==> src/rtl/svc_soc_io_pkg.sv <==
// Shared types and constants for the SoC I/O bus arbiter family.
//   arb_state_e : arbiter state (free round-robin or locked to one owner)
//   RD_LAT_*    : supported I/O read latencies
//   idx_width() : requester index width, $clog2(n) with a floor of 1
package svc_soc_io_pkg;

    typedef enum logic [0:0] {
        StArb    = 1'b0,
        StLocked = 1'b1
    } arb_state_e;

    localparam int unsigned RD_LAT_COMB = 0;
    localparam int unsigned RD_LAT_REG  = 1;

    function automatic int unsigned idx_width(input int unsigned n);
        return (n > 1) ? $clog2(n) : 1;
    endfunction

endpackage

==> src/rtl/svc_rr_pick.sv <==
// Combinational round-robin priority picker.
//   req : request vector
//   ptr : index of the highest-priority requester (must be < N)
//   gnt : one-hot grant, first set bit of req scanning upward from ptr with wrap
module svc_rr_pick
    import svc_soc_io_pkg::*;
#(
    parameter int unsigned N  = 2,
    localparam int unsigned IW = idx_width(N)
) (
    input  logic [N-1:0]  req,
    input  logic [IW-1:0] ptr,
    output logic [N-1:0]  gnt
);

    logic [N-1:0] mask;
    logic [N-1:0] hi;
    logic [N-1:0] sel;

    always_comb begin
        // Requests at or above ptr win; otherwise wrap to the lowest request.
        mask = ~((N'(1) << ptr) - N'(1));
        hi   = req & mask;
        sel  = (|hi) ? hi : req;
        // Isolate the lowest set bit.
        gnt  = sel & (~sel + N'(1));
    end

endmodule

==> src/rtl/svc_soc_io_arb.sv <==
// Arbiter sharing the SoC I/O register bus between NREQ requesters.
//   req_*     : per-requester valid/ready request channel (packed payloads)
//   rsp_*     : read responses, rsp_rdata shared and qualified by rsp_valid
//   io_*      : single I/O register bus (separate write and read ports)
//   lock_err  : one-cycle pulse when the lock watchdog forces a release
// Round-robin grant, optional bus lock held by the owner, watchdog on lock.
module svc_soc_io_arb
    import svc_soc_io_pkg::*;
#(
    parameter int unsigned NREQ     = 2,
    parameter int unsigned AW       = 32,
    parameter int unsigned DW       = 32,
    parameter int unsigned RD_LAT   = 1,
    parameter int unsigned LOCK_MAX = 256
) (
    input  logic                   clk,
    input  logic                   rst_n,
    input  logic [NREQ-1:0]        req_valid,
    output logic [NREQ-1:0]        req_ready,
    input  logic [NREQ-1:0]        req_write,
    input  logic [NREQ-1:0]        req_lock,
    input  logic [NREQ*AW-1:0]     req_addr,
    input  logic [NREQ*DW-1:0]     req_wdata,
    input  logic [NREQ*DW/8-1:0]   req_wstrb,
    output logic [NREQ-1:0]        rsp_valid,
    output logic [DW-1:0]          rsp_rdata,
    output logic                   io_wen,
    output logic [AW-1:0]          io_waddr,
    output logic [DW-1:0]          io_wdata,
    output logic [DW/8-1:0]        io_wstrb,
    output logic                   io_ren,
    output logic [AW-1:0]          io_raddr,
    input  logic [DW-1:0]          io_rdata,
    output logic                   lock_err
);

    localparam int unsigned IW = idx_width(NREQ);
    localparam int unsigned SW = DW / 8;

    arb_state_e    state_q, state_d;
    logic [IW-1:0] owner_q, owner_d;
    logic [IW-1:0] rr_ptr_q, rr_ptr_d;
    logic [31:0]   lock_cnt_q, lock_cnt_d;

    logic [NREQ-1:0] rr_gnt;
    logic [NREQ-1:0] gnt;
    logic [IW-1:0]   gidx;
    logic            xfer;
    logic            g_write;
    logic            g_lock;
    logic [AW-1:0]   g_addr;
    logic [DW-1:0]   g_wdata;
    logic [SW-1:0]   g_wstrb;
    logic            timeout;

    svc_rr_pick #(
        .N (NREQ)
    ) u_pick (
        .req (req_valid),
        .ptr (rr_ptr_q),
        .gnt (rr_gnt)
    );

    // Grant and payload mux. Outputs are held quiet while reset is asserted.
    always_comb begin
        gnt = '0;
        if (rst_n) begin
            if (state_q == StArb) gnt = rr_gnt;
            else                  gnt = req_valid & (NREQ'(1) << owner_q);
        end
        gidx    = '0;
        g_write = 1'b0;
        g_lock  = 1'b0;
        g_addr  = '0;
        g_wdata = '0;
        g_wstrb = '0;
        for (int unsigned i = 0; i < NREQ; i++) begin
            if (gnt[i]) begin
                gidx    = IW'(i);
                g_write = req_write[i];
                g_lock  = req_lock[i];
                g_addr  = req_addr[i*AW +: AW];
                g_wdata = req_wdata[i*DW +: DW];
                g_wstrb = req_wstrb[i*SW +: SW];
            end
        end
        xfer = |gnt;
    end

    assign timeout = rst_n && (LOCK_MAX > 0) && (state_q == StLocked) &&
                     (lock_cnt_q == LOCK_MAX - 1);

    always_comb begin
        state_d    = state_q;
        owner_d    = owner_q;
        rr_ptr_d   = rr_ptr_q;
        lock_cnt_d = lock_cnt_q;
        lock_err   = 1'b0;
        if (xfer) rr_ptr_d = (gidx == IW'(NREQ - 1)) ? '0 : gidx + IW'(1);
        case (state_q)
            StArb: begin
                if (xfer && g_lock) begin
                    state_d    = StLocked;
                    owner_d    = gidx;
                    lock_cnt_d = '0;
                end
            end
            StLocked: begin
                lock_cnt_d = lock_cnt_q + 32'd1;
                if (xfer && !g_lock) begin
                    state_d = StArb;
                end else if (timeout) begin
                    // Forced release; a transfer from the owner this cycle still goes through.
                    state_d  = StArb;
                    lock_err = 1'b1;
                end
            end
            default: state_d = StArb;
        endcase
    end

    always_ff @(posedge clk) begin
        if (!rst_n) begin
            state_q    <= StArb;
            owner_q    <= '0;
            rr_ptr_q   <= '0;
            lock_cnt_q <= '0;
        end else begin
            state_q    <= state_d;
            owner_q    <= owner_d;
            rr_ptr_q   <= rr_ptr_d;
            lock_cnt_q <= lock_cnt_d;
        end
    end

    assign req_ready = gnt;
    assign io_wen    = xfer & g_write;
    assign io_ren    = xfer & ~g_write;
    assign io_waddr  = io_wen ? g_addr  : '0;
    assign io_wdata  = io_wen ? g_wdata : '0;
    assign io_wstrb  = io_wen ? g_wstrb : '0;
    assign io_raddr  = io_ren ? g_addr  : '0;
    assign rsp_rdata = io_rdata;

    if (RD_LAT == RD_LAT_COMB) begin : g_rd_comb
        assign rsp_valid = io_ren ? gnt : '0;
    end else begin : g_rd_reg
        logic          rd_vld_q;
        logic [IW-1:0] rd_owner_q;

        always_ff @(posedge clk) begin
            if (!rst_n) begin
                rd_vld_q   <= 1'b0;
                rd_owner_q <= '0;
            end else begin
                rd_vld_q   <= io_ren;
                rd_owner_q <= gidx;
            end
        end

        // Gating with rst_n drops a response whose read was accepted just before reset.
        assign rsp_valid = (rst_n && rd_vld_q) ? (NREQ'(1) << rd_owner_q) : '0;
    end

endmodule
==> config.mk <==
export PLATFORM = sky130hd
export DESIGN_NAME = svc_soc_io_arb
export DESIGN_NICKNAME = d
export VERILOG_FILES = /design/src/rtl/svc_soc_io_pkg.sv /design/src/rtl/svc_rr_pick.sv /design/src/rtl/svc_soc_io_arb.sv
export SDC_FILE = /design/constraint.sdc
export NUM_CORES = 1
export LEC_CHECK = 0
export BUFFER_PORTS_ARGS = -buffer_cell sky130_fd_sc_hd__clkbuf_2
export CAP_MARGIN = 20
export CORE_AREA = 10 10 115 117
export CTS_CLUSTER_SIZE = 16
export DETAILED_ROUTE_END_ITERATION = 10
export DIE_AREA = 0 0 125 127
export GPL_TIMING_DRIVEN = 0
export HOLD_SLACK_MARGIN = 0.12
export PLACE_DENSITY = 0.65
export SLEW_MARGIN = 20
export SYNTH_ARGS = -nofsm -noshare
export SYNTH_HDL_FRONTEND = slang
export SYNTH_SLANG_ARGS = --single-unit
export TNS_END_PERCENT = 10
==> constraint.sdc <==
create_clock -name clk -period 3.5 [get_ports clk]
set_clock_uncertainty 0.2 [all_clocks]
set_input_delay 0.175 -clock clk [delete_from_list [all_inputs] [get_ports clk]]
set_output_delay 0.175 -clock clk [all_outputs]
set_load 0.05 [all_outputs]
==> summary.txt <==
Layout
  – Finished Cell Area: 4800 um^2
  – Layout cells sized above 1: 47.12%
  – Nets: 905
  – Util after Layout: 43.14%
  – Final-layout fill cell count: 1243
  – Layout Area Growth over Synthesis: 57.47%

Setup path
  – Worst Reg2Reg Path Length in Cells: 5
  – Critical Path Start Type: register
  – Slowest stage delay, CP: 610 ps
  – Worst endpoint required time: 3120 ps
  – R2R Setup Slk: 1200 ps
  – Crit-path cells: nor3b_2 > nor3_4 > a22oi_1 > inv_2 > clkbuf_1 > nor2_1 > clkbuf_2
  – RR Endpoint: lock_cnt_q[23]$_SDFFE_PN0P_
  – WS Path Type: reg2out
  – CP max-delay cell: a22oi_1
  – Critical-path maximum fanout: 10
  – Worst r2r src: lock_cnt_q[5]$_SDFFE_PN0P_
  – CP Data Arrival Time: 2840 ps
  – Crit end category: primary output

Synthesis
  – Post-synth top area share: 24.30%
  – Top cells by count, synth: nor2_1, a22oi_1, dfxtp_1
  – Yosys reg bits: 37
  – YS warnings: 0
  – Primary FF master, synth: dfxtp_1
  – Cell taking the most area after synthesis: dfxtp_1
  – Synth area leaders: dfxtp_1, a22oi_1, nor2_1
  – Synth Net Count: 615
  – EDFF count, synth: 0
  – Most common cell in the synthesized netlist: nor2_1
  – Library cells used by synthesis: 42
  – Mapped Area: 3048 um^2
  – Syn_area_per_cell: 6.959 um^2
  – Gate Count Post-Synth: 438
  – Seq/Total Area, Yosys: 24.30%
  – Async S/R FF share, synth: 0%

Route
  – Drt first pass iters: 5
  – DRT antenna net count: 0
  – Routed WL per cell: 21.42 um
  – WL final: 18.68 mm
  – Vias per Instance: 4.997
  – DRT iter0 DRCs: 299
  – DRC: 0
  – Total vias in the final route: 4357

Clock network
  – CTS tree: built
  – CTS root buf: clkbuf_16
  – Htree depth: 2
  – Clock buffer depth: 2
  – Post-CTS setup buffers: 0
  – Num CTS Buffers: 5
  – Clk sinks: 37
  – Worst-skew pair later-pin latency: 280 ps
  – Clock Pin Slew Worst Setup and Hold Paths: 50 ps

Min path
  – Hold Path Stages: 4
  – Hold EP: state_q$_SDFF_PN0_
  – Min-Delay Path Class: in2reg
  – Hold path startpoint: req_lock[1]

Power
  – Pwr dens: 316.6 nW/um^2
  – Sequential Power Share: 28.3%
  – Switching Fraction: 41.48%
  – LEAKAGE: 2.429 nW
  – Max VDD drop: 277.1 uV
  – Combinational power share: 42.6%
  – Clock Power Share: 29.1%
  – Cell Int Power: 0.0008892 W
  – NetSw: 0.0006304 W

Place
  – Hpwl dp: 16.15 mm
  – Placed inst area: 4638 um^2
  – IO buf count: 282
  – GPL Wtd Cong: 0.8928

Floorplanning
  – I/O pins: 315
  – CORE AREA: 11130 um^2
  – Die ar.: 15880 um^2
  – Initial core utilization: 27.40%
  – Chip Width: 125 um
  – Die Y: 127 um
  – Placement row count: 39

Timing
  – Final slew viol count: 0
  – Final setup fails: 0
  – Slew HR: 54.08%
  – Final period util: 91.88%
  – Min cycle time layout: 3216 ps
  – Worst Max-Slew Pin Slew: 688.8 ps
  – Hold Worst Slack: 181.7 ps
  – Max frequency: 0.3110 GHz
  – Hold Vio Cnt, Final: 0
  – Unrepaired setup endpoints after global routing: false
  – Setup TNS: 0 ps

GRT
  – Pin count of the biggest net entering global routing: 11
  – First-pass GRT wire length: 25.96 mm
  – Vias in the first global route: 4272
  – GRT Residual Overflow: 0
  – Initial antenna violation count: 1
  – GRT Total Usage: 20.84%

Outcome
  – Outcome: completed

Run
  – Max Cap Viol: 0
layout make-up:
class,count,area [um^2],area share [%]
multi-input combinational,330,1911,39.81
timing repair buffer,283,1421,29.61
buffer,65,380.4,7.925
antenna,1,2.502,0.05214
inverter,6,22.52,0.4692
clock buffer,7,142.6,2.972
tap,143,178.9,3.728
sequential,37,740.7,15.43
state kept, by name, summed over array words and instances (netlist names):
| name | cells |
|---|---|
| g_rd_reg.rd_owner_q | 1 |
| g_rd_reg.rd_vld_q | 1 |
| lock_cnt_q | 32 |
| owner_q | 1 |
| rr_ptr_q | 1 |
| state_q | 1 |
cell usage in the layout (no fill, tap or decap), drive strengths merged, types with 2 or more instances in the layout:
cell	synthesis	layout
nand2	22	22
or3	2	2
a22oi	69	69
or4	2	2
xnor2	4	4
nor3	5	5
or2	2	2
xor2	6	6
o21a	4	4
nor2	126	126
inv	6	6
o211ai	3	3
nand4	14	14
clkbuf	19	308
a21oi	8	8
nor4	8	8
nand3	22	22
buf	46	46
dfxtp	37	37
o31ai	12	12
and3	7	7
o311ai	2	2
timing repair:
action	4_1_cts	5_1_grt
hold endpoints to repair	1	0
gates resized for setup	0	1
hold buffers	1	0
setup endpoints to repair	0	11
cell families after synthesis:
| kind of cell | synth area share (%) |
|---|---|
| buffers and inverters | 13.22 |
| xor gates and xnor gates | 2.873 |
| DFF | 24.30 |
| adders and majority gates | 0.4104 |
| and+or+nand+nor | 33.70 |
| AOI/OAI and AO/OA | 25.49 |
worst max-delay path: cells and delay by family, from the launching register on:
family / cells / cell delay [ps]
flip-flops: 1 / 340
buffers and inverters: 3 / 840
AO/OA/AOI/OAI: 1 / 610
AND/OR/NAND/NOR: 3 / 760
per-layer routing:
layer / wire length [um] / part of all wire, % / up-vias / track usage, %
met5: 0 / 0 / - / 0
met4: 327 / 1.8 / 0 / 5.420
met3: 1339 / 7.2 / 20 / 6.452
met2: 10300 / 55 / 172 / 40.02
met1: 6715 / 36 / 2039 / 21.36
li1: - / - / 2126 / -
metrics by stage:
| step | std cells | worst slack, ps | total power (W) |
|---|---|---|---|
| after floorplan | 438 | 697.1 | 0.0008696 |
| after global placement | 863 | 315.7 | 0.001085 |
| after detailed placement | 863 | 317.6 | 0.001086 |
| after CTS | 871 | 10.10 | 0.001531 |
| after global routing | 872 | 92.74 | 0.001581 |
| final | 872 | 284.1 | 0.001520 |
power by group through the flow:
| stage | logic [W] | registers, W | clock network, W |
|---|---|---|---|
| 2_1_floorplan | 0.000431 | 0.000439 | 0 |
| 3_3_place_gp | 0.000645 | 0.000440 | 0 |
| 3_5_place_dp | 0.000647 | 0.000439 | 0 |
| 4_1_cts | 0.000650 | 0.000430 | 0.000450 |
| 5_1_grt | 0.000683 | 0.000431 | 0.000467 |
| 6_report | 0.000647 | 0.000431 | 0.000442 |
how the worst max path moves through the flow:
stage                             from      endpoint  cells after the start  slack, ps
floorplan           state_q$_SDFF_PN0_  io_wdata[26]                      6        700
global placement    state_q$_SDFF_PN0_  io_raddr[14]                      7        320
detailed placement  state_q$_SDFF_PN0_  io_raddr[14]                      7        320
CTS                 state_q$_SDFF_PN0_  io_raddr[14]                      7         10
global route        state_q$_SDFF_PN0_  io_raddr[14]                      7         90
finish              state_q$_SDFF_PN0_  io_raddr[14]                      7        280
Power figures use the tool's default switching activity.
